**config.mk**
```make
export PLATFORM = sky130hd
export DESIGN_NAME = lsu_port_arbiter
export DESIGN_NICKNAME = d
export VERILOG_FILES = /design/src/rtl/lsu_port_arbiter.sv
export SDC_FILE = /design/constraint.sdc
export NUM_CORES = 1
export LEC_CHECK = 0
export CORE_AREA = 2 2 121 123
export DETAILED_ROUTE_END_ITERATION = 8
export DIE_AREA = 0 0 123 125
export HOLD_SLACK_MARGIN = 0.02
export PLACE_DENSITY = 0.67
export SYNTH_ARGS = -nofsm -noshare
export SYNTH_HDL_FRONTEND = slang
export SYNTH_SLANG_ARGS = --single-unit
export TNS_END_PERCENT = 20
```
**constraint.sdc**
```tcl
create_clock -name i_clk -period 7.5 [get_ports i_clk]
set_input_delay 2.25 -clock i_clk [delete_from_list [all_inputs] [get_ports i_clk]]
set_output_delay 2.25 -clock i_clk [all_outputs]
set_load 0.02 [all_outputs]
```
**src/rtl/lsu_port_arbiter.sv**
```systemverilog
// lsu_port_arbiter: shares one LSU data port between the core (port 0) and debug/DMA (port 1)
module lsu_port_arbiter #(
  parameter int MAX_BURST = 4,
  parameter bit INIT_LAST = 1'b1
) (
  input  logic        i_clk,
  input  logic        i_rst,
  input  logic        i_req0,
  input  logic        i_lock0,
  input  logic [31:0] i_addr0,
  input  logic [31:0] i_wdata0,
  input  logic        i_wren0,
  input  logic [2:0]  i_memop0,
  input  logic        i_req1,
  input  logic        i_lock1,
  input  logic [31:0] i_addr1,
  input  logic [31:0] i_wdata1,
  input  logic        i_wren1,
  input  logic [2:0]  i_memop1,
  output logic        o_gnt0,
  output logic        o_gnt1,
  output logic        o_rvalid0,
  output logic        o_rvalid1,
  output logic [31:0] o_rdata0,
  output logic [31:0] o_rdata1,
  output logic [31:0] o_lsu_addr,
  output logic [31:0] o_lsu_wdata,
  output logic        o_lsu_wren,
  output logic [2:0]  o_lsu_memop,
  input  logic [31:0] i_lsu_rdata,
  output logic        o_busy
);
  localparam int BW = MAX_BURST > 1 ? $clog2(MAX_BURST) : 1;
  localparam logic [BW-1:0] BEAT_MAX = BW'(MAX_BURST - 1);
  typedef enum logic [1:0] {IDLE, OWN0, OWN1} state_t;
  state_t state, state_n;
  logic last, cont0, cont1, rd0, rd1, burst;
  logic [BW-1:0] beat, beat_n;
  // grant selection, lock tracking, burst counting and the LSU payload mux
  always_comb begin
    cont0 = state == OWN0 && i_req0 && i_lock0 && (beat < BEAT_MAX || !i_req1);
    cont1 = state == OWN1 && i_req1 && i_lock1 && (beat < BEAT_MAX || !i_req0);
    o_gnt0 = !i_rst && (cont0 || (!cont1 && i_req0 && (!i_req1 || last)));
    o_gnt1 = !i_rst && (cont1 || (!cont0 && i_req1 && (!i_req0 || !last)));
    state_n = o_gnt0 && i_lock0 ? OWN0 : o_gnt1 && i_lock1 ? OWN1 : IDLE;
    burst = (state == OWN0 && o_gnt0) || (state == OWN1 && o_gnt1);
    beat_n = burst ? (beat == BEAT_MAX ? beat : beat + 1'b1) : '0;
    rd0 = o_gnt0 && !i_wren0;
    rd1 = o_gnt1 && !i_wren1;
    o_lsu_addr = o_gnt0 ? i_addr0 : o_gnt1 ? i_addr1 : '0;
    o_lsu_wdata = o_gnt0 ? i_wdata0 : o_gnt1 ? i_wdata1 : '0;
    o_lsu_wren = o_gnt0 ? i_wren0 : o_gnt1 ? i_wren1 : 1'b0;
    o_lsu_memop = o_gnt0 ? i_memop0 : o_gnt1 ? i_memop1 : '0;
  end
  // lock state, round-robin pointer and burst beat register
  always_ff @(posedge i_clk or posedge i_rst) begin
    if (i_rst) begin
      state <= IDLE;
      last <= INIT_LAST;
      beat <= '0;
    end else begin
      state <= state_n;
      beat <= beat_n;
      if (o_gnt0 || o_gnt1) last <= o_gnt1;
    end
  end
  // registered read response returned to the port that was granted a read
  always_ff @(posedge i_clk or posedge i_rst) begin
    if (i_rst) begin
      o_rvalid0 <= 1'b0;
      o_rvalid1 <= 1'b0;
      o_rdata0 <= '0;
      o_rdata1 <= '0;
    end else begin
      o_rvalid0 <= rd0;
      o_rvalid1 <= rd1;
      if (rd0) o_rdata0 <= i_lsu_rdata;
      if (rd1) o_rdata1 <= i_lsu_rdata;
    end
  end
  assign o_busy = state != IDLE;
endmodule

```
==> impl_metrics.env, run 1 <==
export IMPL_status="complete, no violations"
export IMPL_setup_violations=0
export IMPL_intPower_uw=1126
export IMPL_finalHoldViolCount=0
export IMPL_drv_cap=0
export IMPL_cts_sinks=71
export IMPL_clkPwrFrac=0.235
export IMPL_hold_depth=2
export IMPL_cts_buffers_inserted=9
export IMPL_synth_seq_area_share=0.4944
export IMPL_wl_per_cell_um=17.85
export IMPL_globalRouteTotalUtil=0.1695
export IMPL_routed_via_density=4.638
export IMPL_p_switching_uw=535.0
export IMPL_cts_clk_slew_worst_paths_ns=0.06
export IMPL_tns_ns=0
export IMPL_grt_pass1_vias=3568
export IMPL_seq_power_share=0.321
export IMPL_drt_initial_drc_count=170
export IMPL_fmax_mhz=146.0
export IMPL_antenna_cells=0
export IMPL_final_common_cell="clkdlybuf4s50_1"
export IMPL_drc=0
export IMPL_synthToLayoutAreaGrowth_pct=98.26
export IMPL_crit_buf_inv=3
export IMPL_max_slew_margin_rel=0.5164
export IMPL_cts_setup_buffers=0
export IMPL_die_x_um=123
export IMPL_dp_slack_ns=0.6391
export IMPL_place_inst=733
export IMPL_tritoncts="built"
export IMPL_min_to="last"
export IMPL_synth_top_cell_area_share=0.4871
export IMPL_synthesis_area_mm2=0.003596
export IMPL_grt_pass1_wl_um=20040
export IMPL_rows=44
export IMPL_crit_family="buffers and inverters"
export IMPL_io_buffers=310
export IMPL_ff2ff_setup_slack_ns=5.22
export IMPL_critPathKind="in2out"
export IMPL_cts_max_path_buffers=2
export IMPL_drv_slew=0
export IMPL_cpMaxStageDelayCell="clkdlybuf4s50_1"
export IMPL_period_minus_slack_ns=6.850
export IMPL_fin_ws_ns=0.6497
export IMPL_start_util=0.2532
export IMPL_core_mm2=0.01420
export IMPL_ys_types=27
export IMPL_worstPathCellList="clkdlybuf4s50_1 -> nand2_1 -> a211o_1 -> a21oi_4 -> buf_12 -> a22o_1 -> clkdlybuf4s50_1"
export IMPL_worstHoldStart="last"
export IMPL_finalClockSkew_ns=0.007701
export IMPL_syn_nets=431
export IMPL_hold_class="reg2reg"
export IMPL_ant_nets=0
export IMPL_drive_gt1_frac=0.1667
export IMPL_netlist_instances=256
export IMPL_die_area_mm2=0.01538
export IMPL_worstPathRequired_ns=5.25
export IMPL_crit_reg2reg_launch="beat[0]"
export IMPL_r2r_cells=5
export IMPL_htree_levels=3
export IMPL_drt_pass1_iterations=6
export IMPL_critPathMaxStageDelay_ns=0.72
export IMPL_rsz0062_at_grt="false"
export IMPL_syn_avg_cell_area_um2=14.05
export IMPL_die_height_um=125
export IMPL_root_buffer="clkbuf_16"
export IMPL_power_density_mw_per_mm2=233.0
export IMPL_clk_latency_ns=0.32
export IMPL_cp_max_fo=72
export IMPL_crit_arrival_ns=4.60
export IMPL_grt_overflow_total=0
export IMPL_endpoint_kind="output pin"
export IMPL_vias=3469
export IMPL_synth_area_leaders="dfrtp_1 (49%), a22o_1 (17%), mux2_4 (12%)"
export IMPL_nNetsFinal=735
export IMPL_drt_total_wl_um=13350
export IMPL_r2r_end="o_rdata1[25]"
export IMPL_ys_warn_count=0
export IMPL_crit_top_cell="clkdlybuf4s50_1"
export IMPL_finalNonFillerCells=748
export IMPL_combPwrFrac=0.443
export IMPL_antenna_found_initial=0
export IMPL_synth_area_leader_cell="dfrtp_1"
export IMPL_switching_share=0.3221
export IMPL_dpl_hpwl_um=10380
export IMPL_io_pins=311
export IMPL_cts_resized_gates=0
export IMPL_start_kind="primary input"
export IMPL_yosys_register_bits=71
export IMPL_cts_hold_buffers_added=0
export IMPL_p_leak_uw=0.002958
export IMPL_final_cell_mix="clkdlybuf4s50_1 (310), a22o_1 (70), dfrtp_1 (70)"
export IMPL_ir_drop_mv=0.09027
export IMPL_gp_congestion=0.8783
export IMPL_worstMarginPinSlew_ns=0.7254
export IMPL_fin_crit_sh=0.9134
export IMPL_grt_max_degree=73
-- worst min-delay path: cells and delay by family (launching register included) --
kind	cells	cell delay, ns
DFF	1	0.38
buffers and inverters	1	0.05
AOI/OAI and AO/OA	1	0.06
-- synth_stat cells (all sizes together) --
cell / count
nor2: 2
mux2: 64
a22o: 70
nand2: 2
clkbuf: 1
dfrtp: 70
o21bai: 1
a21o: 1
nand4b: 1
dfstp: 1
mux2i: 1
and2: 2
or2: 1
nand2b: 2
xor2: 1
o211ai: 1
inv: 3
o311ai: 1
ha: 1
nor2b: 3
a211o: 2
buf: 22
a21oi: 2
a211oi: 1
-- power groups by stage --
stage	registers [uW]	clock network [uW]	logic, uW
after floorplan	655	0	228
after global placement	535	0	735
after detailed placement	541	0	742
after CTS	535	404	745
after global routing	546	425	774
final	534	391	736
-- area by class of cell --
| cell class | count | area, um2 |
|---|---|---|
| fillers | 1254 | 7074 |
| flip-flops and latches | 71 | 1778 |
| repair buffers | 316 | 3173 |
| multi-input cells | 159 | 1665 |
| clock inverters | 6 | 46.29 |
| inverters | 3 | 11.26 |
| well taps | 184 | 230.2 |
| clock buffers | 9 | 225.2 |
-- worst max-delay path by stage --
stage                      endpoint  slack (ns)  startpoint  cells past startpoint
floorplan           o_lsu_wdata[15]        1.83     i_lock1                      5
global placement     o_lsu_wdata[8]        0.68      i_req1                      7
detailed placement   o_lsu_wdata[8]        0.64      i_req1                      7
CTS                  o_lsu_wdata[8]        0.64      i_req1                      7
global route        o_lsu_wdata[30]        0.54      i_req0                      7
finish               o_lsu_wdata[7]        0.65      i_req1                      7
-- layer usage --
| metal | share of wire | track usage | wire length, um | vias up |
|---|---|---|---|---|
| met5 | 0 | 0 | 0 | - |
| met4 | 0.032 | 0.07553 | 431 | 0 |
| met3 | 0.062 | 0.03330 | 824 | 20 |
| met2 | 0.50 | 0.2818 | 6682 | 180 |
| met1 | 0.41 | 0.2111 | 5410 | 1676 |
| li1 | - | - | - | 1593 |
-- sequential cells by signal, summed over array words and instances (netlist names) --
name and cells:
state 2, last 1, o_rvalid0 1, o_rvalid1 1, beat 2, o_rdata0 32
o_rdata1 32
-- logic make-up after synthesis --
family                   synth area share
adder cells (fa/ha/maj)          0.003479
AO/OA/AOI/OAI                      0.1966
buffers and inverters             0.04697
flip-flops                         0.4944
multiplexers                       0.2335
XOR/XNOR                         0.002436
AND/OR/NAND/NOR                   0.02262
-- through the flow --
step	power [uW]	cell area, um2	hold WS, ns	utilization
4_1_cts	1684	7129	0.4928	0.5019
5_1_grt	1745	7129	0.5086	0.5019
6_report	1661	7129	0.4922	0.5019
3_5_place_dp	1283	6858	0.4828	0.4828
2_1_floorplan	882.4	3596	0.4596	-
3_3_place_gp	1271	6858	0.4697	0.4828
Power figures use the tool's default switching activity.
==> run 2, diff against run 1 <==
--- a/config.mk
+++ b/config.mk
@@ -6,6 +6,7 @@
 export NUM_CORES = 1
 export LEC_CHECK = 0
 export CORE_AREA = 2 2 121 123
+export CTS_BUF_LIST = sky130_fd_sc_hd__clkbuf_8
 export DETAILED_ROUTE_END_ITERATION = 8
 export DIE_AREA = 0 0 123 125
 export HOLD_SLACK_MARGIN = 0.02
==> run 2 against run 1 <==
  * Non-clock buffer count stayed put
  * Global-route usage barely moved
  * Final area decreased by 1.4%
  * Critical endpoint is now o_lsu_wdata[30]
  * Final cell count unchanged
  * Largest power group unchanged
  * Flip-flop and latch count did not move
  * Worst hold slack gained 0.0040 ns
  * Count of clock-buffer cells in the layout stayed put
  * Maximum frequency about the same
  * Die area unchanged
==> impl_metrics.env, run 2 (synthesized netlist as in run 1, its figures left out) <==
export IMPL_grt_max_degree=73
export IMPL_core_mm2=0.01420
export IMPL_worstMarginPinSlew_ns=0.7260
export IMPL_antenna_found_initial=0
export IMPL_drt_pass1_iterations=6
export IMPL_fin_crit_sh=0.9140
export IMPL_rows=44
export IMPL_cts_sinks=71
export IMPL_setup_violations=0
export IMPL_vias=3473
export IMPL_cts_clk_slew_worst_paths_ns=0.08
export IMPL_die_area_mm2=0.01538
export IMPL_power_density_mw_per_mm2=219.7
export IMPL_p_leak_uw=0.002912
export IMPL_tns_ns=0
export IMPL_die_height_um=125
export IMPL_grt_overflow_total=0
export IMPL_rsz0062_at_grt="false"
export IMPL_cp_startpoint="i_req1"
export IMPL_tritoncts="built"
export IMPL_final_cell_mix="clkdlybuf4s50_1 (310), a22o_1 (70), dfrtp_1 (70)"
export IMPL_fin_total_pwr_uw=1544
export IMPL_biggestRegsByFlops="o_rdata0 x32, o_rdata1 x32"
export IMPL_htree_levels=3
export IMPL_grt_pass1_wl_um=20020
export IMPL_wl_per_cell_um=17.89
export IMPL_synthToLayoutAreaGrowth_pct=95.44
export IMPL_gp_congestion=0.8783
export IMPL_dpl_hpwl_um=10380
export IMPL_clk_latency_ns=0.34
export IMPL_grt_pass1_vias=3551
export IMPL_cts_resized_gates=0
export IMPL_drt_total_wl_um=13380
export IMPL_ant_nets=0
export IMPL_root_buffer="clkbuf_8"
export IMPL_crit_reg2reg_launch="beat[0]"
export IMPL_endpoint_kind="output pin"
export IMPL_final_common_cell="clkdlybuf4s50_1"
export IMPL_drv_slew=0
export IMPL_drive_gt1_frac=0.1667
export IMPL_ir_drop_mv=0.08442
export IMPL_cts_setup_buffers=0
export IMPL_period_minus_slack_ns=6.855
export IMPL_critPathKind="in2out"
export IMPL_worstPathRequired_ns=5.25
export IMPL_cts_buffers_inserted=9
export IMPL_fmax_mhz=145.9
export IMPL_worstPathCellList="clkdlybuf4s50_1 -> nand2_1 -> a211o_1 -> a21oi_4 -> buf_12 -> a22o_1 -> clkdlybuf4s50_1"
export IMPL_stdcell_area_mm2=0.007028
export IMPL_cts_hold_buffers_added=0
export IMPL_drc=0
export IMPL_start_util=0.2532
export IMPL_crit_arrival_ns=4.61
export IMPL_start_kind="primary input"
export IMPL_drv_cap=0
export IMPL_io_buffers=310
export IMPL_hold_class="reg2reg"
export IMPL_nNetsFinal=735
export IMPL_drt_initial_drc_count=143
export IMPL_finalClockSkew_ns=0.009822
export IMPL_io_pins=311
export IMPL_cpMaxStageDelayCell="clkdlybuf4s50_1"
export IMPL_place_area_mm2=0.006858
export IMPL_critPathMaxStageDelay_ns=0.63
export IMPL_routed_via_density=4.643
export IMPL_status="complete, no violations"
export IMPL_worst_hold_slack_ns=0.4962
export IMPL_cp_max_fo=72
export IMPL_finish_utilization=0.4948
export IMPL_die_x_um=123
export IMPL_max_slew_margin_rel=0.5160
export IMPL_cts_max_path_buffers=2
export IMPL_crit_top_cell="clkdlybuf4s50_1"
export IMPL_worstHoldStart="last"
export IMPL_antenna_cells=0
export IMPL_globalRouteTotalUtil=0.1694
export IMPL_finalHoldViolCount=0
run 2: path summary, 6_finish.rpt:
check | end | slack (ns) | depth (start not counted)
setup / recovery | o_lsu_wdata[30] | 0.64 | 7
hold / removal | last | 0.50 | 2
hold reg to reg | last | 0.50 | 2
max in group asynchronous | o_rdata1[7] | 3.94 | 3
min in group asynchronous | o_rdata0[25] | 2.51 | 2
setup reg to reg | o_rdata1[24] | 5.22 | 5
run 2: power breakdown:
part | internal [uW] | switching, uW | total [uW]
clock | 120 | 155 | 275
combinational | 421 | 316 | 736
sequential | 480 | 52.4 | 533
run 2: cell type report:
| class | count | area [um2] |
|---|---|---|
| fill | 1266 | 7176 |
| inverter | 3 | 11.26 |
| timing repair buffer | 316 | 3173 |
| clock buffer | 9 | 123.9 |
| clock inverter | 6 | 46.29 |
| sequential | 71 | 1778 |
| tap | 184 | 230.2 |
| multi-input combinational | 159 | 1665 |
run 2: stage by stage:
stage,setup WS [ns],instances
floorplan,1.826,256
global placement,0.6789,733
detailed placement,0.6391,733
CTS,0.6411,748
global route,0.5400,748
finish,0.6447,748
run 2: critical path: cells and delay by family:
kind / cells / cell delay [ns]
and+or+nand+nor: 1 / 0.11
AOI/OAI and AO/OA: 3 / 0.75
buffers and inverters: 3 / 1.45
run 2: metal layers:
layer  global-route usage  share of wire
met1               0.2115           0.40
met2               0.2811           0.50
met3              0.03330          0.065
met4              0.07553          0.037
met5                    0              0
